File: src/rtl/ap_ctrl_txn_tracker_if.sv
// Handshake and record bus for the ap_ctrl transaction tracker.
// The slave side is the tracker itself: it observes the kernel's
// ap_ctrl_hs strobes and the run-finish request, and sources records
// towards the downstream dumper. The master side is the environment.
interface ap_ctrl_txn_tracker_if #(
  parameter int TS_W = 32,
  parameter int ID_W = 16
);
  logic            ap_start;
  logic            ap_ready;
  logic            ap_done;
  logic            ap_continue;
  logic            finish;
  logic            rec_valid;
  logic            rec_ready;
  logic [ID_W-1:0] rec_id;
  logic [TS_W-1:0] rec_start;
  logic [TS_W-1:0] rec_latency;
  logic [TS_W-1:0] rec_ii;

  modport master (
    output ap_start, ap_ready, ap_done, ap_continue, finish, rec_ready,
    input  rec_valid, rec_id, rec_start, rec_latency, rec_ii
  );

  modport slave (
    input  ap_start, ap_ready, ap_done, ap_continue, finish, rec_ready,
    output rec_valid, rec_id, rec_start, rec_latency, rec_ii
  );
endinterface

File: src/rtl/ap_ctrl_txn_tracker.sv
// Per-kernel transaction tracker: turns ap_ctrl_hs strobes into one record
// per completed transaction (id, start ts, latency, initiation interval)
// and keeps saturating busy/stall/drop counters.
module ap_ctrl_txn_tracker #(
  parameter int TS_W            = 32,
  parameter int ID_W            = 16,
  parameter int CNT_W           = 32,
  parameter int MAX_OUTSTANDING = 4
) (
  input  logic                               clock,
  input  logic                               reset,
  ap_ctrl_txn_tracker_if.slave               bus,
  output logic [$clog2(MAX_OUTSTANDING):0]   outstanding,
  output logic [CNT_W-1:0]                   busy_cycles,
  output logic [CNT_W-1:0]                   stall_cycles,
  output logic [CNT_W-1:0]                   drop_count,
  output logic                               ts_overflow,
  output logic                               flushed
);
  localparam int PTR_W = $clog2(MAX_OUTSTANDING);
  localparam int OUT_W = PTR_W + 1;
  localparam logic [OUT_W-1:0] FULL = OUT_W'(MAX_OUTSTANDING);

  typedef enum logic [1:0] {S_IDLE, S_BUSY, S_DONE_WAIT, S_FLUSHED} state_t;

  state_t state_reg, state_next;

  logic [TS_W-1:0]  ts_reg, last_start_reg;
  logic [ID_W-1:0]  id_ctr_reg;
  logic             has_prev_reg, fin_reg;
  logic [PTR_W-1:0] rd_ptr_reg, wr_ptr_reg;
  logic [OUT_W-1:0] count_reg;
  logic             rec_valid_reg, ovf_reg;
  logic [ID_W-1:0]  rec_id_reg;
  logic [TS_W-1:0]  rec_start_reg, rec_latency_reg, rec_ii_reg;
  logic [CNT_W-1:0] busy_reg, stall_reg, drop_reg;

  // Start-timestamp FIFO storage; contents need no reset, only the pointers.
  logic [TS_W-1:0] fifo_start [MAX_OUTSTANDING];
  logic [ID_W-1:0] fifo_id    [MAX_OUTSTANDING];
  logic [TS_W-1:0] fifo_ii    [MAX_OUTSTANDING];

  logic             accept, complete, pop, push, orphan;
  logic             hold_drop, load, drop_evt, overflow_evt;
  logic             rec_valid_next, fin_next;
  logic [OUT_W-1:0] count_after_pop, count_next;
  logic [TS_W-1:0]  push_ii;

  function automatic logic [CNT_W-1:0] sat_inc(input logic [CNT_W-1:0] v);
    return (&v) ? v : v + CNT_W'(1);
  endfunction

  // Event decode: pop is resolved before push so a full FIFO can accept
  // in the same cycle as a completion frees a slot.
  always_comb begin
    accept          = bus.ap_start && bus.ap_ready && !fin_reg;
    complete        = bus.ap_done && bus.ap_continue;
    pop             = complete && (count_reg != '0);
    orphan          = complete && (count_reg == '0);
    count_after_pop = count_reg - OUT_W'(pop);
    push            = accept && (count_after_pop != FULL);
    overflow_evt    = accept && !push;
    count_next      = count_after_pop + OUT_W'(push);
    push_ii         = has_prev_reg ? (ts_reg - last_start_reg) : '0;
    hold_drop       = pop && rec_valid_reg && !bus.rec_ready;
    load            = pop && !hold_drop;
    drop_evt        = orphan || hold_drop;
    fin_next        = fin_reg || bus.finish;
    rec_valid_next  = rec_valid_reg;
    if (load)
      rec_valid_next = 1'b1;
    else if (bus.rec_ready)
      rec_valid_next = 1'b0;
  end

  // Next state from next-cycle occupancy; FLUSHED is terminal until reset.
  always_comb begin
    state_next = state_reg;
    if (state_reg != S_FLUSHED) begin
      if (fin_next && (count_next == '0) && !rec_valid_next)
        state_next = S_FLUSHED;
      else if (bus.ap_done && !bus.ap_continue)
        state_next = S_DONE_WAIT;
      else if (count_next != '0)
        state_next = S_BUSY;
      else
        state_next = S_IDLE;
    end
  end

  // State register.
  always_ff @(posedge clock) begin
    if (reset)
      state_reg <= S_IDLE;
    else
      state_reg <= state_next;
  end

  // FIFO entry write on push.
  always_ff @(posedge clock) begin
    if (push) begin
      fifo_start[wr_ptr_reg] <= ts_reg;
      fifo_id[wr_ptr_reg]    <= id_ctr_reg;
      fifo_ii[wr_ptr_reg]    <= push_ii;
    end
  end

  // Timestamp, FIFO bookkeeping, record register and counters.
  always_ff @(posedge clock) begin
    if (reset) begin
      ts_reg          <= '0;
      last_start_reg  <= '0;
      id_ctr_reg      <= '0;
      has_prev_reg    <= 1'b0;
      fin_reg         <= 1'b0;
      rd_ptr_reg      <= '0;
      wr_ptr_reg      <= '0;
      count_reg       <= '0;
      rec_valid_reg   <= 1'b0;
      rec_id_reg      <= '0;
      rec_start_reg   <= '0;
      rec_latency_reg <= '0;
      rec_ii_reg      <= '0;
      ovf_reg         <= 1'b0;
      busy_reg        <= '0;
      stall_reg       <= '0;
      drop_reg        <= '0;
    end else begin
      ts_reg <= ts_reg + TS_W'(1);
      if (accept) begin
        id_ctr_reg     <= id_ctr_reg + ID_W'(1);
        last_start_reg <= ts_reg;
        has_prev_reg   <= 1'b1;
      end
      if (push) wr_ptr_reg <= wr_ptr_reg + PTR_W'(1);
      if (pop)  rd_ptr_reg <= rd_ptr_reg + PTR_W'(1);
      count_reg <= count_next;
      if (overflow_evt) ovf_reg <= 1'b1;
      fin_reg       <= fin_next;
      rec_valid_reg <= rec_valid_next;
      if (load) begin
        rec_id_reg      <= fifo_id[rd_ptr_reg];
        rec_start_reg   <= fifo_start[rd_ptr_reg];
        rec_latency_reg <= ts_reg - fifo_start[rd_ptr_reg];
        rec_ii_reg      <= fifo_ii[rd_ptr_reg];
      end
      if (drop_evt) drop_reg <= sat_inc(drop_reg);
      if (state_reg == S_BUSY || state_reg == S_DONE_WAIT) busy_reg <= sat_inc(busy_reg);
      if (state_reg == S_DONE_WAIT) stall_reg <= sat_inc(stall_reg);
    end
  end

  assign bus.rec_valid   = rec_valid_reg;
  assign bus.rec_id      = rec_id_reg;
  assign bus.rec_start   = rec_start_reg;
  assign bus.rec_latency = rec_latency_reg;
  assign bus.rec_ii      = rec_ii_reg;
  assign outstanding     = count_reg;
  assign busy_cycles     = busy_reg;
  assign stall_cycles    = stall_reg;
  assign drop_count      = drop_reg;
  assign ts_overflow     = ovf_reg;
  assign flushed         = (state_reg == S_FLUSHED);
endmodule

File: src/flat_wrapper.sv
// flat-port wrapper written by rule: the top's interface ports become plain ports
module ap_ctrl_txn_tracker_flat 
#(
  parameter int TS_W            = 32,
  parameter int ID_W            = 16,
  parameter int CNT_W           = 32,
  parameter int MAX_OUTSTANDING = 4
)
  (clock, reset, outstanding, busy_cycles, stall_cycles, drop_count, ts_overflow, flushed, bus_ap_start, bus_ap_ready, bus_ap_done, bus_ap_continue, bus_finish, bus_rec_ready, bus_rec_valid, bus_rec_id, bus_rec_start, bus_rec_latency, bus_rec_ii);
  ap_ctrl_txn_tracker_if #(.TS_W(TS_W), .ID_W(ID_W)) bus_i ();
  input  logic clock;
  input  logic reset;
  output logic [$clog2(MAX_OUTSTANDING):0] outstanding;
  output logic [CNT_W-1:0] busy_cycles;
  output logic [CNT_W-1:0] stall_cycles;
  output logic [CNT_W-1:0] drop_count;
  output logic ts_overflow;
  output logic flushed;
  input wire logic [$bits(bus_i.ap_start)-1:0] bus_ap_start;
  input wire logic [$bits(bus_i.ap_ready)-1:0] bus_ap_ready;
  input wire logic [$bits(bus_i.ap_done)-1:0] bus_ap_done;
  input wire logic [$bits(bus_i.ap_continue)-1:0] bus_ap_continue;
  input wire logic [$bits(bus_i.finish)-1:0] bus_finish;
  input wire logic [$bits(bus_i.rec_ready)-1:0] bus_rec_ready;
  output wire logic [$bits(bus_i.rec_valid)-1:0] bus_rec_valid;
  output wire logic [$bits(bus_i.rec_id)-1:0] bus_rec_id;
  output wire logic [$bits(bus_i.rec_start)-1:0] bus_rec_start;
  output wire logic [$bits(bus_i.rec_latency)-1:0] bus_rec_latency;
  output wire logic [$bits(bus_i.rec_ii)-1:0] bus_rec_ii;
  assign bus_i.ap_start = bus_ap_start;
  assign bus_i.ap_ready = bus_ap_ready;
  assign bus_i.ap_done = bus_ap_done;
  assign bus_i.ap_continue = bus_ap_continue;
  assign bus_i.finish = bus_finish;
  assign bus_i.rec_ready = bus_rec_ready;
  assign bus_rec_valid = bus_i.rec_valid;
  assign bus_rec_id = bus_i.rec_id;
  assign bus_rec_start = bus_i.rec_start;
  assign bus_rec_latency = bus_i.rec_latency;
  assign bus_rec_ii = bus_i.rec_ii;
  ap_ctrl_txn_tracker #(.TS_W(TS_W), .ID_W(ID_W), .CNT_W(CNT_W), .MAX_OUTSTANDING(MAX_OUTSTANDING)) u_core (.clock(clock), .reset(reset), .bus(bus_i), .outstanding(outstanding), .busy_cycles(busy_cycles), .stall_cycles(stall_cycles), .drop_count(drop_count), .ts_overflow(ts_overflow), .flushed(flushed));
endmodule
File: config.mk
export PLATFORM = sky130hd
export DESIGN_NAME = ap_ctrl_txn_tracker_flat
export DESIGN_NICKNAME = d
export VERILOG_FILES = /design/src/rtl/ap_ctrl_txn_tracker_if.sv /design/src/rtl/ap_ctrl_txn_tracker.sv /design/src/flat_wrapper.sv
export SDC_FILE = /design/constraint.sdc
export NUM_CORES = 1
export LEC_CHECK = 0
export CAP_MARGIN = 30
export CORE_MARGIN = 2
export CORE_UTILIZATION = 50
export DETAILED_ROUTE_END_ITERATION = 6
export PLACE_DENSITY = 0.73
export SLEW_MARGIN = 0
export SYNTH_ARGS = -nofsm -noshare
export SYNTH_HDL_FRONTEND = slang
export SYNTH_SLANG_ARGS = --single-unit
File: constraint.sdc
create_clock -name clock -period 10.77 [get_ports clock]
set_input_delay 3.231 -clock clock [delete_from_list [all_inputs] [get_ports clock]]
set_output_delay 3.231 -clock clock [all_outputs]
set_load 0.005 [all_outputs]
==> flow_summary.json <==
{
  "status": "finished with violations",
  "violations": "DRC",
  "area_growth_pct": 18.6,
  "clockBufferDepth": 3,
  "clock_sink_count": 623,
  "vias": 19000,
  "cp-end-kind": "register",
  "grt_overflow": 0,
  "stdcell_area_um2": 32400,
  "start_kind": "input pin",
  "synth.distinct_cells": 78,
  "p_switching_mw": 1.24,
  "dpl_cell_area_um2": 30100,
  "async_reset_ff_frac": 0,
  "yosys.cell_count.top_type": "nand2_1",
  "post_cts_buffers": 0,
  "wire_per_inst_um": 17.8,
  "synth_edf_count": 320,
  "drt-pass1-iter-count": 7,
  "finalCritPeriodShare": 0.607,
  "synth_area_um2": 27300,
  "p_clk_frac": 0.427,
  "drcViolationCount": 3,
  "synth_common_cells": "nand2_1, edfxtp_1, dfxtp_1, a21oi_1, nor2_1",
  "p_per_area_nw_per_um2": 166,
  "p_comb_frac": 0.090,
  "antenna_cells": 0,
  "hold_viol": 0,
  "rr_worst_depth": 12,
  "rsz0062_at_grt": "no",
  "synth_top_area_share": 0.352,
  "syn_nets": 2526,
  "die_x_um": 238,
  "synth_ff_type": "edfxtp_1",
  "hold_buffers": 0,
  "p_seq_frac": 0.482,
  "place_congestion": 0.899,
  "maxCapViolCount": 0,
  "yosys_warnings": 0,
  "hpwl_mm": 39.5,
  "finalSetupViolCount": 0,
  "holdCritPathClass": "reg -> reg",
  "initial_core_util": 0.506,
  "cts_tree": "yes",
  "ys_seq_elements": 623,
  "synth_cells": 2440,
  "htree_levels": 3,
  "largestRegisters": "u_core.fifo_ii x128, u_core.fifo_start x128, u_core.fifo_id x64",
  "hold_depth": 2,
  "gr-usage-all-layers": 0.213,
  "core-area_um2": 53900,
  "cts_resized": 0,
  "rows": 85,
  "cts_buffers": 68,
  "relSlewSlack": 0.395,
  "drt-total-wl_mm": 60.4,
  "root_buffer": "clkbuf_16",
  "timing.final.max_slew_violations": 0,
  "final_layout_size_suffix_gt1_frac": 0.0923,
  "grt_pass1_vias": 18800,
  "skew_ps": 20.5,
  "fmax_ghz": 0.153,
  "clkLatencyLatePin_ps": 590,
  "viasPerCell": 5.60,
  "postLayoutCoreUtil": 0.600,
  "crit_type": "in -> reg",
  "max-vdd-ir-drop_mv": 0.101,
  "port_buffers": 221,
  "power.leakage_nw": 11.3,
  "yosysSeqAreaShare": 0.574,
  "top_level_ports": 222,
  "swShare": 0.232,
  "rrSetupSlack_ps": 6610,
  "grt_max_degree": 121,
  "tightestPinTransition_ps": 908,
  "synth_largest_area_cell": "edfxtp_1",
  "clkSlewWorstSetupHoldPaths_ps": 60,
  "fin_tns_setup_ps": 0,
  "critPathArrivalTime_ps": 6750,
  "yosys-top-cells-area": "edfxtp_1, dfxtp_1, mux4_2, nand2_1, a21oi_1",
  "die-area_um2": 56500,
  "avgSynthCellArea_um2": 11.2,
  "fin_crit_ps": 6540,
  "die_h_um": 238,
  "antenna_found_initial": 0,
  "ant_nets": 0,
  "crit_required_ps": 10980,
  "layout.nets": 2727,
  "p_int_mw": 4.12,
  "grt_pass1_wl_mm": 97.7,
  "drtIter0Drc": 1291,
  "path_max_fanout": 48
}
[worst max-delay path: stages]
cell	delay, ps
clkdlybuf4s50_1	500
nand2_1	140
nor2_1	340
ha_1	230
ha_1	150
xor2_1	100
and3_1	210
nor2_1	470
and2_4	580
buf_4	690
[power by group through the flow]
stage	Clock, mW	Sequential [mW]	Combinational (mW)
after floorplan	0	2.63	0.321
after global placement	0	2.65	0.462
after detailed placement	0	2.64	0.483
after CTS	2.34	2.59	0.488
after global routing	2.44	2.60	0.533
final	2.29	2.59	0.484
[layout by cell type (no fill, tap or decap), types with 8 or more instances in the layout]
cell type	n
a211oi_1	19
a21o_1	26
a21oi_1	220
a31oi_1	10
and2_1	17
and3_1	34
and4_1	14
buf_4	15
clkbuf_1	18
clkbuf_16	70
clkbuf_8	9
clkdlybuf4s50_1	220
clkinv_2	10
dfxtp_1	300
edfxtp_1	320
ha_1	76
inv_1	104
mux2i_1	10
mux4_2	80
nand2_1	369
nand2b_1	9
nand3_1	64
nand4_1	41
nor2_1	204
nor2b_1	12
nor3_1	19
nor4_1	8
o211ai_1	8
o21a_1	10
o21ai_0	66
o21bai_1	12
or3_1	35
xnor2_1	62
xor2_1	87
[cell type report]
cell class,instances,area (um2)
Fill cell,4239,21600
Timing Repair Buffer,238,2380
Tap cell,696,871
Inverter,104,390
Clock buffer,97,1940
Sequential cell,623,15700
Multi-Input combinational cell,1606,10800
Clock inverter,29,278
[kinds of logic (layout without fill, tap and decap cells)]
kind of cell / Yosys count / count (layout) / share of synthesized area
muxes: 90 / 90 / 0.0697
adders and majority gates: 78 / 78 / 0.0363
and+or+nand+nor: 873 / 873 / 0.151
DFF: 623 / 623 / 0.574
buffers and inverters: 211 / 468 / 0.0303
xor gates and xnor gates: 149 / 149 / 0.0478
AOI/OAI and AO/OA: 416 / 416 / 0.0910
[per-layer routing]
layer	part of all wire	global-route usage	up-vias
li1	-	-	9156
met1	0.42	0.274	9293
met2	0.51	0.369	459
met3	0.046	0.0319	98
met4	0.022	0.0715	0
met5	0	0	-
[final timing paths]
check | startpoint | to
worst max-delay path | bus_ap_continue | u_core.fifo_id[3][12]
worst min register to register | u_core.bus.rec_start[21] | u_core.bus.rec_start[21]
worst min-delay path | u_core.bus.rec_start[21] | u_core.bus.rec_start[21]
worst max register to register | register | u_core.bus.rec_latency[27]
[through the flow]
step | power [mW] | instances | hold slack (ps) | worst slack (ps)
final | 5.37 | 3393 | 451 | 4230
after global routing | 5.57 | 3393 | 475 | 3970
after global placement | 3.11 | 3264 | 443 | 3830
after detailed placement | 3.12 | 3266 | 446 | 3660
after floorplan | 2.95 | 2440 | 436 | 3990
after CTS | 5.42 | 3392 | 453 | 4260
No activity file was read; power rests on OpenSTA's default activity.
